[config.mk]
export PLATFORM = sky130hd
export DESIGN_NAME = load_issue_sequencer
export DESIGN_NICKNAME = d
export VERILOG_FILES = /design/src/rtl/load_issue_sequencer.sv
export SDC_FILE = /design/constraint.sdc
export NUM_CORES = 1
export LEC_CHECK = 0
export CAP_MARGIN = 20
export CORE_MARGIN = 2
export CORE_UTILIZATION = 41
export CTS_CLUSTER_SIZE = 10
export DETAILED_ROUTE_END_ITERATION = 10
export GPL_ROUTABILITY_DRIVEN = 1
export PLACE_DENSITY_LB_ADDON = 0.25
export RECOVER_POWER = 25
export SETUP_SLACK_MARGIN = 0.3
export SLEW_MARGIN = 20
export SYNTH_ARGS = -nofsm -noshare
export SYNTH_HDL_FRONTEND = slang
export SYNTH_SLANG_ARGS = --single-unit
[constraint.sdc]
create_clock -name clk_i -period 7.9 [get_ports clk_i]
set_clock_uncertainty 0.2 [all_clocks]
set_input_delay 1.58 -clock clk_i [delete_from_list [all_inputs] [get_ports clk_i]]
set_output_delay 1.58 -clock clk_i [all_outputs]
set_load 0.01 [all_outputs]
[src/rtl/load_issue_sequencer.sv]
// Load issue sequencer: splits each load instruction into one meta record and a
// series of AXI bursts (<=256 beats, never crossing 4 KB). Optional counters: LOAD_SEQ_PERF_CNT_EN.
module load_issue_sequencer #(
    parameter int AxiDataWidth = 64,
    parameter int AxiAddrWidth = 64,
    parameter int LenWidth     = 32,
    parameter int MaxInflight  = 4
) (
    input  logic                             clk_i,
    input  logic                             rst_ni,
    input  logic                             req_valid_i,
    output logic                             req_ready_o,
    input  logic [AxiAddrWidth-1:0]          req_addr_i,
    input  logic [LenWidth-1:0]              req_bytes_i,
    output logic                             meta_valid_o,
    input  logic                             meta_ready_i,
    output logic [AxiAddrWidth-1:0]          meta_addr_o,
    output logic [LenWidth-1:0]              meta_beats_o,
    output logic                             txn_valid_o,
    input  logic                             txn_ready_i,
    output logic [AxiAddrWidth-1:0]          txn_addr_o,
    output logic [7:0]                       txn_len_o,
    output logic                             txn_last_o,
    input  logic                             done_i,
    output logic [$clog2(MaxInflight+1)-1:0] inflight_o,
    output logic                             busy_o
`ifdef LOAD_SEQ_PERF_CNT_EN
    ,
    output logic [31:0]                      perf_txn_o,
    output logic [31:0]                      perf_stall_o
`endif
);

    localparam int BB    = AxiDataWidth / 8;
    localparam int BbLog = $clog2(BB);
    localparam int CntW  = $clog2(MaxInflight + 1);

    typedef enum logic [1:0] {
        S_IDLE  = 2'd0,
        S_META  = 2'd1,
        S_BURST = 2'd2
    } state_e;

    state_e                  r_state;
    state_e                  w_next_state;
    logic [CntW-1:0]         r_inflight;
    logic [AxiAddrWidth-1:0] r_cur_addr;
    logic [LenWidth-1:0]     r_rem_beats;

    logic                    w_req_ready;
    logic                    w_accept;
    logic                    w_start;
    logic                    w_meta_hs;
    logic                    w_txn_hs;
    logic                    w_inc;
    logic                    w_dec;
    logic [LenWidth:0]       w_bytes_round;
    logic [LenWidth-1:0]     w_req_beats;
    logic [12:0]             w_page_off;
    logic [12:0]             w_page_beats;
    logic [12:0]             w_rem_cap;
    logic [12:0]             w_nb;
    logic                    w_last;

    assign w_req_ready   = (r_state == S_IDLE) && (r_inflight < CntW'(MaxInflight));
    assign w_accept      = req_valid_i & w_req_ready;
    assign w_start       = w_accept & (req_bytes_i != {LenWidth{1'b0}});
    assign w_meta_hs     = (r_state == S_META) & meta_ready_i;
    assign w_txn_hs      = (r_state == S_BURST) & txn_ready_i;

    // Rounding in one extra bit so a byte count near 2^LenWidth cannot wrap.
    assign w_bytes_round = {1'b0, req_bytes_i} + (LenWidth+1)'(BB - 1);
    assign w_req_beats   = LenWidth'(w_bytes_round >> BbLog);

    // Burst size: capped by AXI max length, remaining beats and distance to the 4 KB page end.
    assign w_page_off    = {1'b0, r_cur_addr[11:0]};
    assign w_page_beats  = (13'h1000 - w_page_off) >> BbLog;
    assign w_rem_cap     = (r_rem_beats > LenWidth'(256)) ? 13'd256 : r_rem_beats[12:0];
    assign w_nb          = (w_rem_cap < w_page_beats) ? w_rem_cap : w_page_beats;
    assign w_last        = (LenWidth'(w_nb) == r_rem_beats);

    assign w_inc         = w_start;
    assign w_dec         = done_i & (r_inflight != {CntW{1'b0}});

    // State register.
    always_ff @(posedge clk_i or negedge rst_ni) begin
        if (!rst_ni) begin
            r_state <= S_IDLE;
        end else begin
            r_state <= w_next_state;
        end
    end

    // Next-state logic.
    always_comb begin
        w_next_state = r_state;
        case (r_state)
            S_IDLE: begin
                if (w_start) w_next_state = S_META;
                else         w_next_state = S_IDLE;
            end
            S_META: begin
                if (w_meta_hs) w_next_state = S_BURST;
                else           w_next_state = S_META;
            end
            S_BURST: begin
                if (w_txn_hs && w_last) w_next_state = S_IDLE;
                else                    w_next_state = S_BURST;
            end
            default: w_next_state = S_IDLE;
        endcase
    end

    // Output decode from the registered state and datapath.
    always_comb begin
        req_ready_o  = 1'b0;
        meta_valid_o = 1'b0;
        txn_valid_o  = 1'b0;
        txn_last_o   = 1'b0;
        busy_o       = 1'b1;
        case (r_state)
            S_IDLE: begin
                req_ready_o = w_req_ready;
                busy_o      = 1'b0;
            end
            S_META: begin
                meta_valid_o = 1'b1;
            end
            S_BURST: begin
                txn_valid_o = 1'b1;
                txn_last_o  = w_last;
            end
            default: begin
                busy_o = 1'b0;
            end
        endcase
    end

    assign meta_addr_o  = r_cur_addr;
    assign meta_beats_o = r_rem_beats;
    assign txn_addr_o   = r_cur_addr;
    assign txn_len_o    = 8'(w_nb - 13'd1);
    assign inflight_o   = r_inflight;

    // Address and beat bookkeeping for the instruction being issued.
    always_ff @(posedge clk_i or negedge rst_ni) begin
        if (!rst_ni) begin
            r_cur_addr  <= {AxiAddrWidth{1'b0}};
            r_rem_beats <= {LenWidth{1'b0}};
        end else if (w_start) begin
            r_cur_addr  <= req_addr_i;
            r_rem_beats <= w_req_beats;
        end else if (w_txn_hs) begin
            r_cur_addr  <= r_cur_addr + (AxiAddrWidth'(w_nb) << BbLog);
            r_rem_beats <= r_rem_beats - LenWidth'(w_nb);
        end else begin
            r_cur_addr  <= r_cur_addr;
            r_rem_beats <= r_rem_beats;
        end
    end

    // Inflight count: accept and retire in the same cycle cancel out.
    always_ff @(posedge clk_i or negedge rst_ni) begin
        if (!rst_ni) begin
            r_inflight <= {CntW{1'b0}};
        end else if (w_inc && !w_dec) begin
            r_inflight <= r_inflight + CntW'(1);
        end else if (!w_inc && w_dec) begin
            r_inflight <= r_inflight - CntW'(1);
        end else begin
            r_inflight <= r_inflight;
        end
    end

`ifdef LOAD_SEQ_PERF_CNT_EN
    logic [31:0] r_perf_txn;
    logic [31:0] r_perf_stall;

    // Free-running performance counters, wrapping naturally.
    always_ff @(posedge clk_i or negedge rst_ni) begin
        if (!rst_ni) begin
            r_perf_txn   <= 32'd0;
            r_perf_stall <= 32'd0;
        end else begin
            r_perf_txn   <= r_perf_txn + (w_txn_hs ? 32'd1 : 32'd0);
            r_perf_stall <= r_perf_stall + ((txn_valid_o && !txn_ready_i) ? 32'd1 : 32'd0);
        end
    end

    assign perf_txn_o   = r_perf_txn;
    assign perf_stall_o = r_perf_stall;
`endif

    a_done_with_count: assert property (@(posedge clk_i) disable iff (!rst_ni)
        done_i |-> (r_inflight != {CntW{1'b0}}));

    a_req_addr_aligned: assert property (@(posedge clk_i) disable iff (!rst_ni)
        w_accept |-> ((req_addr_i & AxiAddrWidth'(BB - 1)) == {AxiAddrWidth{1'b0}}));

endmodule

==> impl_metrics.env <==
export IMPL_layout_min_cycle_time_ns=7.16
export IMPL_critical_path_required_ns=6.12
export IMPL_via_per_inst=5.42
export IMPL_worst_slack_ns=0.737
export IMPL_setup_viol=0
export IMPL_crit_path_end_kind="output port"
export IMPL_initial_core_util=0.419
export IMPL_hold_path_depth=1
export IMPL_rsz0062_at_grt="false"
export IMPL_grt_pass1_wl_um=43900
export IMPL_tns_ns=0
export IMPL_min_from="inflight_o[2]"
export IMPL_cts_root_buf="clkbuf_16"
export IMPL_drc_errors=0
export IMPL_grt_max_degree=78
export IMPL_htreeDepth=3
export IMPL_dieArea_sq_um=21900
export IMPL_dr_pass1_iters=5
export IMPL_netlist_instances=1042
export IMPL_hold_violations=0
export IMPL_max_freq_ghz=0.140
export IMPL_ys_seq_area_frac=0.297
export IMPL_post_dp_hpwl_um=21200
export IMPL_ys_seq_elements=101
export IMPL_vias=8375
export IMPL_fp_dieW_um=148
export IMPL_syn_area_sq_um=8500
export IMPL_cts_sinks=101
export IMPL_antenna_cells=0
export IMPL_cp_max_fo=6
export IMPL_yosysTopAreaCell="dfrtp_1"
export IMPL_crit_chain="or4_4, or3_4, nor3_4, nand2b_1, buf_4, o21ai_0, nand2b_1, ha_1, nand3_1, nor2_2, a21oi_2, o21bai_4, and2_4, o21ai_2, inv_2, ha_4, and4_1, nand4_1, or4_4, a211oi_2, buf_4, and2_1, dlymetal6s2s_1"
export IMPL_postSynthAreaPerCell_sq_um=8.16
export IMPL_leakage_nw=4.61
export IMPL_clockBufferDepth=2
export IMPL_path_delay_family="simple AND/OR/NAND/NOR gates"
export IMPL_overflow=0
export IMPL_crit_arrival_ns=5.38
export IMPL_post_place_ws_ns=-0.0502
export IMPL_cts_buffers=9
export IMPL_maxCapViolCount=2
export IMPL_grt_total_usage=0.252
export IMPL_slowest_delay_ns=0.58
export IMPL_die_height_um=148
export IMPL_p_per_area_nw_per_um2=422
export IMPL_critPathBufInv=4
export IMPL_status="finished with violations"
export IMPL_drtIter0Drc=478
export IMPL_postCtsHoldBufs=0
export IMPL_gp_congestion=0.950
export IMPL_min_path_type="reg2reg"
export IMPL_synth_top_cells_by_count="nand2_1 (111), dfrtp_1 (101), nor2_1 (94)"
export IMPL_pin_count=278
export IMPL_whs_endpoint="inflight_o[2]"
export IMPL_fin_nets=1413
export IMPL_yosysMostFrequentCell="nand2_1"
export IMPL_ir_worst_vdd_mv=0.196
export IMPL_ys_async_sr_fraction=1.00
export IMPL_antenna_found_initial=0
export IMPL_synth_distinct_cells=75
export IMPL_cp_start_kind="flop"
export IMPL_worst_pin_slew_ns=3.82
export IMPL_insertion_delay_ns=0.37
export IMPL_cts_tree="yes"
export IMPL_grt_pass1_vias=7859
export IMPL_rows=52
export IMPL_synth_edf_count=0
export IMPL_area_growth_pct=38.0
export IMPL_power_mw=4.95
export IMPL_yosys_top_cells_area="dfrtp_1 (30%), xnor2_1 (7.3%), ha_1 (5.7%)"
export IMPL_slew_violations=104
export IMPL_wirelength_um=28000
export IMPL_worstReg2RegEnd="meta_beats_o[28]"
export IMPL_ant_nets=0
export IMPL_reg2reg_slack_ns=1.30
export IMPL_wl_per_cell_um=18.1
export IMPL_path_clk_slew_ns=0.07
export IMPL_r2r_start="meta_addr_o[0]"
export IMPL_violations="capacitance limit, slew limit"
export IMPL_crit_type="reg2out"
export IMPL_synth_flop_cell="dfrtp_1"
export IMPL_synth_warnings=0
export IMPL_crit_slowest_cell="or4_4"
export IMPL_drive_above_1_share=0.0871
export IMPL_reg2reg_depth=25
export IMPL_min_period_over_period=0.907
export IMPL_synth_top_area_frac=0.297
export IMPL_slew_headroom=-1.55
export IMPL_core_area_sq_um=20300
export IMPL_port_buffers=277
[layer usage]
| metal | up-vias | track usage | part of all wire |
|---|---|---|---|
| met5 | - | 0 | 0 |
| met4 | 0 | 0.0724 | 0.021 |
| met1 | 3986 | 0.360 | 0.46 |
| met3 | 39 | 0.0432 | 0.062 |
| li1 | 4076 | - | - |
| met2 | 274 | 0.394 | 0.46 |
[power breakdown]
part	leakage, nW	switching [mW]	internal (mW)
Clock	0.138	0.224	0.228
Combinational	3.27	1.66	1.67
Sequential	1.20	0.391	0.767
Total	4.61	2.28	2.67
[layout by cell type, fill, tap and decap left out, types with 22 or more instances in the layout]
cell,n
nand3_1,33
nor3_1,32
clkdlybuf4s50_1,275
a21oi_1,61
nor2_1,93
a21o_1,22
buf_4,37
xor2_1,44
ha_1,36
and3_1,24
xnor2_1,71
o21ai_0,65
dfrtp_1,101
inv_1,33
nand2_1,111
[how the worst max path moves through the flow]
stage | startpoint | to | slack [ns] | depth (start not counted)
after floorplan | meta_addr_o[0] | txn_last_o | 0.47 | 21
after global placement | meta_addr_o[0] | txn_last_o | 0.05 | 23
after detailed placement | meta_addr_o[0] | txn_last_o | -0.05 | 23
after CTS | meta_addr_o[0] | txn_last_o | 0.31 | 23
after global routing | rst_ni | meta_addr_o[10] | 0.39 | 2
final | meta_addr_o[0] | txn_last_o | 0.74 | 23
[stage by stage]
stage	area [sq um]	std cells	hold slack [ns]	util
2_1_floorplan	8520	1047	0.340	-
3_3_place_gp	11200	1515	0.313	0.552
3_5_place_dp	11200	1515	0.309	0.552
4_1_cts	11600	1535	0.326	0.572
5_1_grt	11700	1544	0.332	0.578
6_report	11700	1544	0.330	0.578
[cell type report]
cell class / instances / area, sq um
tap: 270 / 338
sequential: 101 / 2530
inverter: 36 / 135
clock inverter: 6 / 57.6
multi-input combinational: 806 / 5390
timing repair buffer: 315 / 3050
fill: 1894 / 8560
clock buffer: 10 / 239
[flip-flops by register name (all words and copies together), names as in the netlist]
signal and cells:
inflight_o 3, meta_addr_o 64, meta_beats_o 32, r_state 2
[timing repair]
| item | in CTS | in global routing |
|---|---|---|
| resized for setup | 18 | 18 |
| setup buffers | 3 | 9 |
| pin swaps | 3 | 7 |
| cloned | 1 | 0 |
| endpoints found under the setup margin | 2 | 1 |
[cells by family (layout without fill, tap and decap cells)]
family / after synthesis / in the layout / synth area share
buf+inv: 141 / 367 / 0.0911
fa+ha+maj: 43 / 43 / 0.0656
mux: 5 / 5 / 0.00603
compound gates: 240 / 240 / 0.186
simple gates: 395 / 396 / 0.234
flops: 101 / 101 / 0.297
other cells: 2 / 7 / 0.000883
xor+xnor: 115 / 115 / 0.118
(Power assumes the default switching activity.)
